$ cat src/rtl/sipo_collector.sv
// Serial-to-parallel collector: assembles LSB-first serial bits into WIDTH-bit words
// behind a double-buffered valid/ready output. Optional parity via SIPO_PARITY_CHECK_EN.
module sipo_collector #(
    parameter int WIDTH = 4,
    parameter int CNT_W = $clog2(WIDTH + 1)
) (
    input  logic             clk,
    input  logic             rst,
    input  logic             ser_in,
    input  logic             ser_valid,
    output logic [WIDTH-1:0] out_data,
    output logic             out_valid,
    input  logic             out_ready,
    output logic             busy,
    output logic [CNT_W-1:0] bit_cnt,
    output logic             overrun,
    input  logic             clr_err
`ifdef SIPO_PARITY_CHECK_EN
    ,
    output logic             parity_err
`endif
);

`ifdef SIPO_PARITY_CHECK_EN
    typedef enum logic [1:0] {IDLE, SHIFT, PAR} state_t;
`else
    typedef enum logic [1:0] {IDLE, SHIFT} state_t;
`endif

    state_t             state_q, state_d;
    logic [WIDTH-1:0]   sr_q, sr_d;
    logic [CNT_W-1:0]   cnt_q, cnt_d;
    logic [WIDTH-1:0]   out_data_q, out_data_d;
    logic               out_valid_q, out_valid_d;
    logic               overrun_q, overrun_d;
`ifdef SIPO_PARITY_CHECK_EN
    logic               par_err_q, par_err_d;
    logic               parity_bad;
`endif

    logic [WIDTH-1:0]   word_next;
    logic [WIDTH-1:0]   offer_word;
    logic               offer;
    logic               drop;
    logic               last_bit;

    assign word_next = {ser_in, sr_q[WIDTH-1:1]};
    assign last_bit  = (cnt_q == CNT_W'(WIDTH - 1));

    // NOTE: every signal written here gets a default first, so no path leaves it
    // unassigned and no latch is inferred.
    always_comb begin
        state_d    = state_q;
        sr_d       = sr_q;
        cnt_d      = cnt_q;
        offer      = 1'b0;
        offer_word = word_next;
`ifdef SIPO_PARITY_CHECK_EN
        parity_bad = 1'b0;
`endif

        case (state_q)
            IDLE: begin
                if (ser_valid) begin
                    sr_d    = word_next;
                    cnt_d   = CNT_W'(1);
                    state_d = SHIFT;
                end
            end
            SHIFT: begin
                if (ser_valid) begin
                    sr_d = word_next;
                    if (last_bit) begin
                        cnt_d = '0;
`ifdef SIPO_PARITY_CHECK_EN
                        state_d = PAR;
`else
                        state_d = IDLE;
                        offer   = 1'b1;
`endif
                    end else begin
                        cnt_d = cnt_q + CNT_W'(1);
                    end
                end
            end
`ifdef SIPO_PARITY_CHECK_EN
            // The completed word waits in sr_q until its even-parity bit arrives.
            PAR: begin
                if (ser_valid) begin
                    state_d    = IDLE;
                    offer      = 1'b1;
                    offer_word = sr_q;
                    parity_bad = ((^sr_q) != ser_in);
                end
            end
`endif
            default: state_d = IDLE;
        endcase

        out_data_d  = out_data_q;
        out_valid_d = out_valid_q;
        drop        = 1'b0;
        if (out_valid_q && out_ready) begin
            out_valid_d = 1'b0;
        end
        // A new word replaces the held one only if the slot is empty or being popped now.
        if (offer) begin
            if (!out_valid_q || out_ready) begin
                out_data_d  = offer_word;
                out_valid_d = 1'b1;
            end else begin
                drop = 1'b1;
            end
        end

        overrun_d = overrun_q;
        if (clr_err) begin
            overrun_d = 1'b0;
        end
        if (drop) begin
            overrun_d = 1'b1;
        end

`ifdef SIPO_PARITY_CHECK_EN
        par_err_d = par_err_q;
        if (clr_err) begin
            par_err_d = 1'b0;
        end
        if (offer && parity_bad) begin
            par_err_d = 1'b1;
        end
`endif
    end

    // NOTE: state is updated with non-blocking assignments so every flop samples
    // the pre-edge values regardless of statement order.
    always_ff @(posedge clk) begin
        if (rst) begin
            state_q     <= IDLE;
            // NOTE: the assembly register is a plain register, not a memory, so it is
            // cheap to reset and guarantees no residue from a discarded word.
            sr_q        <= '0;
            cnt_q       <= '0;
            out_data_q  <= '0;
            out_valid_q <= 1'b0;
            overrun_q   <= 1'b0;
`ifdef SIPO_PARITY_CHECK_EN
            par_err_q   <= 1'b0;
`endif
        end else begin
            state_q     <= state_d;
            sr_q        <= sr_d;
            cnt_q       <= cnt_d;
            out_data_q  <= out_data_d;
            out_valid_q <= out_valid_d;
            overrun_q   <= overrun_d;
`ifdef SIPO_PARITY_CHECK_EN
            par_err_q   <= par_err_d;
`endif
        end
    end

    assign out_data  = out_data_q;
    assign out_valid = out_valid_q;
    assign bit_cnt   = cnt_q;
    assign busy      = (cnt_q != '0);
    assign overrun   = overrun_q;
`ifdef SIPO_PARITY_CHECK_EN
    assign parity_err = par_err_q;
`endif

endmodule

$ cat config.mk
export PLATFORM = sky130hd
export DESIGN_NAME = sipo_collector
export DESIGN_NICKNAME = d
export VERILOG_FILES = /design/src/rtl/sipo_collector.sv
export SDC_FILE = /design/constraint.sdc
export NUM_CORES = 1
export LEC_CHECK = 0
export BUFFER_PORTS_ARGS = -buffer_cell sky130_fd_sc_hd__clkbuf_2
export CAP_MARGIN = 20
export CORE_AREA = 2 2 39 41
export DETAILED_ROUTE_END_ITERATION = 16
export DIE_AREA = 0 0 41 43
export PLACE_DENSITY = 0.67
export SYNTH_ARGS = -nofsm -noshare
export SYNTH_HDL_FRONTEND = slang
export SYNTH_SLANG_ARGS = --single-unit
$ cat constraint.sdc
create_clock -name clk -period 1.2 [get_ports clk]
set_input_delay 0.24 -clock clk [delete_from_list [all_inputs] [get_ports clk]]
set_output_delay 0.24 -clock clk [all_outputs]
set_load 0.01 [all_outputs]
==> results of run 1 <==
==> tightest hold or removal path, cell delays in order <==
cell	delay, ps
clkbuf_2	100
mux2i_1	70
nor2_1	70
==> state kept, by name, summed over array words and instances, names as in the netlist <==
register,count
out_valid,1
sr_q,3
bit_cnt,3
state_q,1
overrun,1
out_data,4
==> kinds of logic after synthesis <==
kind of cell               share of synthesized area, %
DFF                                                48.5
adders and majority gates                          4.66
buffers and inverters                              6.29
muxes                                              5.59
and+or+nand+nor                                    23.8
AOI/OAI and AO/OA                                  11.2
==> path summary, 6_finish.rpt <==
kind	cells after the start	start	slack, ps	end
worst max-delay path	5	bit_cnt[1]	-80	busy
worst min-delay path	3	ser_in	240	sr_q[3]
worst max register to register	5	bit_cnt[1]	10	out_data[3]
worst min register to register	2	out_data[2]	490	out_data[2]
==> repair_timing <==
item,in CTS,in global routing
hold endpoints to repair,0,0
setup buffers,2,0
gates resized for setup,8,6
endpoints found under the setup margin,1,8
pin swaps,0,2
gates cloned,0,0
==> routing by layer <==
metal | up-vias | global-route usage [%] | routed length, um
met3 | 3 | 3.14 | 32
met5 | - | 0 | 0
met2 | 10 | 21.3 | 488
met1 | 210 | 15.6 | 470
li1 | 238 | - | -
met4 | 0 | 6.00 | 17
==> power by group through the flow <==
stage / registers [mW] / clock network [mW] / logic (mW)
after floorplan: 0.461 / 0 / 0.0323
after global placement: 0.459 / 0 / 0.0607
after detailed placement: 0.459 / 0 / 0.0623
after CTS: 0.450 / 0.276 / 0.0707
after global routing: 0.452 / 0.289 / 0.0803
final: 0.451 / 0.269 / 0.0717
==> cells in the mapped netlist <==
cell type | number | share of area, %
nand4b_1 | 1 | 1.6
ha_1 | 2 | 4.7
and3b_1 | 1 | 1.6
nand3b_1 | 4 | 5.6
and4b_1 | 1 | 1.9
nand3_1 | 2 | 1.9
buf_4 | 2 | 2.8
buf_1 | 1 | 0.70
a21oi_1 | 6 | 5.6
nor2b_1 | 2 | 2.3
nor3_1 | 1 | 0.93
o21ai_0 | 2 | 1.9
o21ai_1 | 4 | 3.7
inv_1 | 3 | 2.1
nor2_1 | 8 | 5.6
dfxtp_1 | 13 | 48
mux2i_1 | 3 | 5.6
nand2b_1 | 2 | 2.3
clkbuf_1 | 1 | 0.70
==> through the flow <==
step / TNS (ps) / power [mW]
2_1_floorplan: 0 / 0.493
3_3_place_gp: 0 / 0.520
3_5_place_dp: 0 / 0.522
4_1_cts: -96.0 / 0.797
5_1_grt: -337 / 0.822
6_report: -84.9 / 0.791
==> final cells by class <==
cell class,count,share of cell area (%)
Tap cell,16,2.81
Inverter,3,1.93
Multi-Input combinational cell,39,37.4
Clock buffer,4,3.69
Timing Repair Buffer,20,17.2
Sequential cell,13,36.9
==> reports/metrics.cfg, run 1 <==
[outcome]
outcome=finished with violations
violations=setup timing

[synth]
yosys_warnings=0
synth.cell_area_um2=537
syn-num-nets=67
synthDistinctLibCells=19
ys_seq_area_share_pct=48.5
synth_cells=59
syn_avg_cell_area_um2=9.10
ys_ff_latch=13

[pwr]
p_sw_share_pct=23.5
clockPowerShare_pct=34.0
power.switching_mw=0.186
share_comb_of_total_power_pct=9.1
ir_drop_v=0.000367
power.density_nw_per_um2=1110
seqPwrFrac_pct=57.0
p_leak_nw=0.314
p_int_mw=0.605

[floorplan]
io_pins=16
initial_core_util_pct=38.8
dieArea_um2=1760
rows=14
fp.dieH_um=43
die_w_um=41
coreArea_um2=1380

[final_layout]
multiInputGateArea_um2=267
postLayoutCellArea_um2=712
antenna_cells=0
final_util_pct=51.4
nets=88
fin_cells=95
final_cell_mix=clkbuf_2 (13), dfxtp_1 (11), nor2_1 (8)
final_layout_size_suffix_gt1_share_pct=39.2
syn2layout_area_growth_pct=32.6
fillers=139
final_common_cell=clkbuf_2
seq_area_um2=263

[critical_path]
critPathTopFamily=flip-flops
critPathMaxStageDelay_ps=340
path_buf_inv=3
slowest_stage=dfxtp_2
worstPathCellList=buf_6 -> inv_4 -> ha_4 -> nand2b_1 -> buf_2
critPathCaptureType=output pin
cp_max_fo=2
critPathKind=reg2out
worstSetupStartpointType=flip-flop
crit_required_ps=960
arrival_ps=1040

[hold_path]
min_path_type=in2reg

[clocking]
clockBufferDepth=2
cts.htree.levels=1
clk_pin_slew_ps=80
hold_buffers=0
clock-sinks=13
insertion_delay_ps=270
cts_buffers=3
tritoncts=done
cts_root_buf=clkbuf_4

[sta]
fmax_mhz=778
timing_hold_violations_final=0
slew_violations=0
setup_violations=1
period_needed_ps=1280
min_period_over_period_pct=107
whs_ps=236
setup_ws_ps=-84.9
clock_skew_ps=0.879
grt_setup_unrepaired=true
tightest_slew_ps=353
max_slew_margin_pct=76.4

[global_route]
grt_pass1_vias=394
grt_usage_pct=13.2
antenna_found_initial=0
grt_max_degree=14
grt_pass1_wl_mm=1.61
globalRoute.totalOverflow=0

[detailed_routing]
viasPerCell=4.85
wirelength_mm=1.01
wl_per_cell_um=10.6
drc=0
antenna_left=0
dr.pass1.iters=4
detailroute.via_count=461
first_iter_violations=1

[placement]
post-place-ws_ps=35.4
dp.cells=89
place.gp.congestion=0.782
placed_area_um2=632
dp_hpwl_um=714
portBuffers=15

[flow_run]
cap_viol_max_count=0

Power figures use the tool's default switching activity.
==> inputs of run 2 (changes only) <==
Settings changed: SETUP_SLACK_MARGIN from default to 0.5.
==> reports/metrics.cfg, run 2 (synthesis gave the netlist of run 1 again) <==
[outcome]
outcome=finished with violations
violations=setup timing

[floorplan]
initial_core_util_pct=38.8
coreArea_um2=1380
rows=14
dieArea_um2=1760
die_w_um=41
io_pins=16
fp.dieH_um=43

[global_route]
globalRoute.totalOverflow=0
antenna_found_initial=0
grt_usage_pct=14.3
grt_max_degree=14
grt_pass1_vias=439
grt_pass1_wl_mm=1.71

[detailed_routing]
first_iter_violations=2
wirelength_mm=1.15
drc=0
wl_per_cell_um=11.9
detailroute.via_count=486
antenna_left=0
viasPerCell=5.06
dr.pass1.iters=4

[clocking]
clk_pin_slew_ps=80
cts.htree.levels=1
clock-sinks=13
cts_buffers=3
insertion_delay_ps=270
tritoncts=done
cts_root_buf=clkbuf_4
clockBufferDepth=2

[sta]
clock_skew_ps=3.85
min_period_over_period_pct=104
setup_ws_ps=-47.8
max_slew_margin_pct=76.6
fmax_mhz=801
timing_hold_violations_final=0
period_needed_ps=1250
setup_violations=3
tightest_slew_ps=349
grt_setup_unrepaired=true
slew_violations=0

[critical_path]
slowest_stage=dfxtp_4
crit_required_ps=960
critPathCaptureType=output pin
worstSetupStartpointType=flip-flop
critPathMaxStageDelay_ps=370
worstPathCellList=inv_2 -> ha_4 -> nand2b_1 -> buf_2
cp_max_fo=4
critPathKind=reg2out
arrival_ps=1010

[final_layout]
antenna_cells=0
fillers=116
syn2layout_area_growth_pct=52.9
final_cell_mix=buf_6 (11), nor2_1 (8), dfxtp_2 (7)
largest_reg_flops=4
final_util_pct=59.3
postLayoutCellArea_um2=821
nets=89
final_common_cell=buf_6
final_layout_size_suffix_gt1_share_pct=58.8

[placement]
portBuffers=15
place.gp.congestion=0.740
post-place-ws_ps=44.1
placed_area_um2=641
dp_hpwl_um=702

[pwr]
ir_drop_v=0.000481
finalPower_mw=0.796
p_leak_nw=0.337
power.density_nw_per_um2=970

[hold_path]
min_path_type=in2reg

[flow_run]
cap_viol_max_count=0

run 2: worst max-delay path: cells and delay by family (launching register included):
family                   cells  cell delay (ps)
adder cells (fa/ha/maj)      1              140
buffers and inverters        2              170
flip-flops                   1              370
AND/OR/NAND/NOR              1               50
run 2: power breakdown:
part | total (mW) | internal, mW | switching, mW
Combinational | 0.0889 | 0.0460 | 0.0430
Clock | 0.258 | 0.129 | 0.130
Sequential | 0.449 | 0.437 | 0.0117
run 2: final cells by class:
cell class / count / area (um^2) / area share, %
clock buffers: 4 / 26.3 / 3.20
flip-flops and latches: 13 / 280 / 34.1
inverters: 3 / 11.3 / 1.37
well taps: 16 / 20.0 / 2.44
multi-input cells: 39 / 299 / 36.4
repair buffers: 21 / 184 / 22.4
run 2: path summary, 6_finish.rpt:
check | from | endpoint | slack, ps | depth (start not counted)
setup reg to reg | bit_cnt[0] | out_data[0] | -20 | 5
hold / removal | ser_in | out_data[3] | 240 | 3
setup / recovery | bit_cnt[1] | busy | -50 | 4
hold reg to reg | out_data[3] | out_data[3] | 500 | 2
run 2: metal layers:
metal	vias up	share of wire, %	track usage (%)
li1	247	-	-
met1	221	42	17.3
met2	16	53	21.3
met3	2	4.0	4.71
met4	0	1.2	8.00
met5	-	0	0
run 2: per-stage QoR:
stage          hold WS (ps)  TNS [ps]  instances
2_1_floorplan           299         0         59
3_3_place_gp            470         0         87
3_5_place_dp            473         0         87
4_1_cts                 232     -58.3         94
5_1_grt                 244      -314         96
6_report                243     -71.4         96
run 2: timing repair:
item,CTS,global route
endpoints found under the setup margin,20,20
pin swaps,4,5
gates resized for setup,17,27
hold buffers,0,0
buffers inserted,3,2
==> inputs of run 3 (changes only) <==
Settings changed: BUFFER_PORTS_ARGS -buffer_cell sky130_fd_sc_hd__clkbuf_2 to -buffer_cell sky130_fd_sc_hd__buf_4, SLEW_MARGIN from default to 20.
==> reports/metrics.cfg, run 3 (synthesis gave the netlist of run 1 again) <==
[pwr]
share_comb_of_total_power_pct=11.2
seqPwrFrac_pct=55.4
ir_drop_v=0.000469
p_int_mw=0.618
power.density_nw_per_um2=992
p_leak_nw=0.335
clockPowerShare_pct=33.3
power.switching_mw=0.195
finalPower_mw=0.813
p_sw_share_pct=24.0

[sta]
fmax_mhz=807
grt_setup_unrepaired=true
slew_violations=0
period_needed_ps=1240
setup_violations=2
min_period_over_period_pct=103
tightest_slew_ps=205
setup_ws_ps=-39.7
timing_hold_violations_final=0
max_slew_margin_pct=86.3
clock_skew_ps=5.53

[clocking]
cts.htree.levels=1
clk_pin_slew_ps=80
tritoncts=done
hold_buffers=0
clockBufferDepth=2
cts_root_buf=clkbuf_4
cts_buffers=3
clock-sinks=13
insertion_delay_ps=280

[global_route]
grt_usage_pct=15.5
grt_pass1_wl_mm=1.79
antenna_found_initial=0
grt_pass1_vias=431
globalRoute.totalOverflow=0
grt_max_degree=14

[floorplan]
dieArea_um2=1760
io_pins=16
die_w_um=41
rows=14
initial_core_util_pct=38.8
coreArea_um2=1380
fp.dieH_um=43

[critical_path]
path_buf_inv=2
critPathMaxStageDelay_ps=380
worstPathCellList=inv_4 -> ha_4 -> nand2b_1 -> buf_4
critPathCaptureType=output pin
cp_max_fo=3
rr_endpoint=out_data[2]
reg2reg_from=bit_cnt[0]
reg2reg_depth=5
slowest_stage=dfxtp_4
arrival_ps=1000
r2r_slack_ps=0
worstSetupStartpointType=flip-flop
critPathKind=reg2out
crit_required_ps=960
critPathTopFamily=flip-flops

[final_layout]
nets=88
final_layout_size_suffix_gt1_share_pct=55.7
antenna_cells=0
final_cell_mix=buf_4 (10), buf_6 (10), nor2_1 (8), dfxtp_2 (8), o21ai_1 (5)
largest_reg_flops=4
syn2layout_area_growth_pct=52.7

[detailed_routing]
viasPerCell=4.95
detailroute.via_count=470
wirelength_mm=1.11
antenna_left=0
drc=0
dr.pass1.iters=4
first_iter_violations=6
wl_per_cell_um=11.7

[placement]
portBuffers=15
dp_hpwl_um=752
post-place-ws_ps=47.2
place.gp.congestion=0.742

[outcome]
outcome=finished with violations
violations=setup timing

[hold_path]
worst_hold_path.endpoint=bit_cnt[1]
min-delay-start=rst
min_path_type=in2reg
worstHoldPathCells=2

[flow_run]
cap_viol_max_count=0

==> run 3: how the worst max path moves through the flow <==
stage | from | to | slack [ps] | cells after the start
6_report | bit_cnt[0] | busy | -40 | 4
3_5_place_dp | bit_cnt[1] | out_data[2] | 50 | 4
4_1_cts | bit_cnt[1] | busy | -40 | 4
2_1_floorplan | bit_cnt[1] | overrun | 140 | 5
5_1_grt | bit_cnt[0] | busy | -80 | 4
3_3_place_gp | bit_cnt[1] | out_data[0] | 90 | 4
==> run 3: final cells by class <==
cell class	instances	area (um^2)
multi-input combinational	39	294
timing repair buffer	20	188
fill	113	564
inverter	3	13.8
sequential	13	278
clock buffer	4	26.3
tap	16	20.0
==> run 3: worst reg2reg max path: cells and delay by family (launching register included) <==
kind            cells  cell delay (ps)
simple gates        2              410
flops               1              380
fa+ha+maj           1              130
compound gates      1              120
buf+inv             1              100
==> run 3: routing by layer <==
layer / GRT usage (%) / up-vias / wire length, um / share of wire, %
li1: - / 239 / - / -
met1: 20.5 / 210 / 453 / 41
met2: 20.9 / 16 / 571 / 51
met3: 4.71 / 5 / 56 / 5.0
met4: 10.0 / 0 / 31 / 2.8
met5: 0 / - / 0 / 0
==> run 3: timing repair <==
item | in CTS | in global routing
buffers inserted | 4 | 0
resized for setup | 25 | 6
setup endpoints to repair | 20 | 20
pin swaps | 4 | 2
hold endpoints to repair | 0 | 0
==> run 3: power groups by stage <==
stage / Combinational (mW) / Sequential [mW] / Clock (mW)
3_5_place_dp: 0.0613 / 0.461 / 0
4_1_cts: 0.0873 / 0.450 / 0.279
2_1_floorplan: 0.0337 / 0.461 / 0
3_3_place_gp: 0.0608 / 0.460 / 0
5_1_grt: 0.0982 / 0.453 / 0.304
6_report: 0.0913 / 0.451 / 0.271
==> run 3: metrics by stage <==
stage / utilization [%] / area, um^2 / hold WS [ps] / instances / setup TNS (ps)
floorplan: - / 569 / 299 / 59 / 0
global placement: 49.0 / 678 / 469 / 87 / 0
detailed placement: 49.0 / 678 / 473 / 87 / 0
CTS: 57.9 / 801 / 216 / 95 / -48.3
global route: 59.2 / 820 / 208 / 95 / -410
finish: 59.2 / 820 / 213 / 95 / -41.8
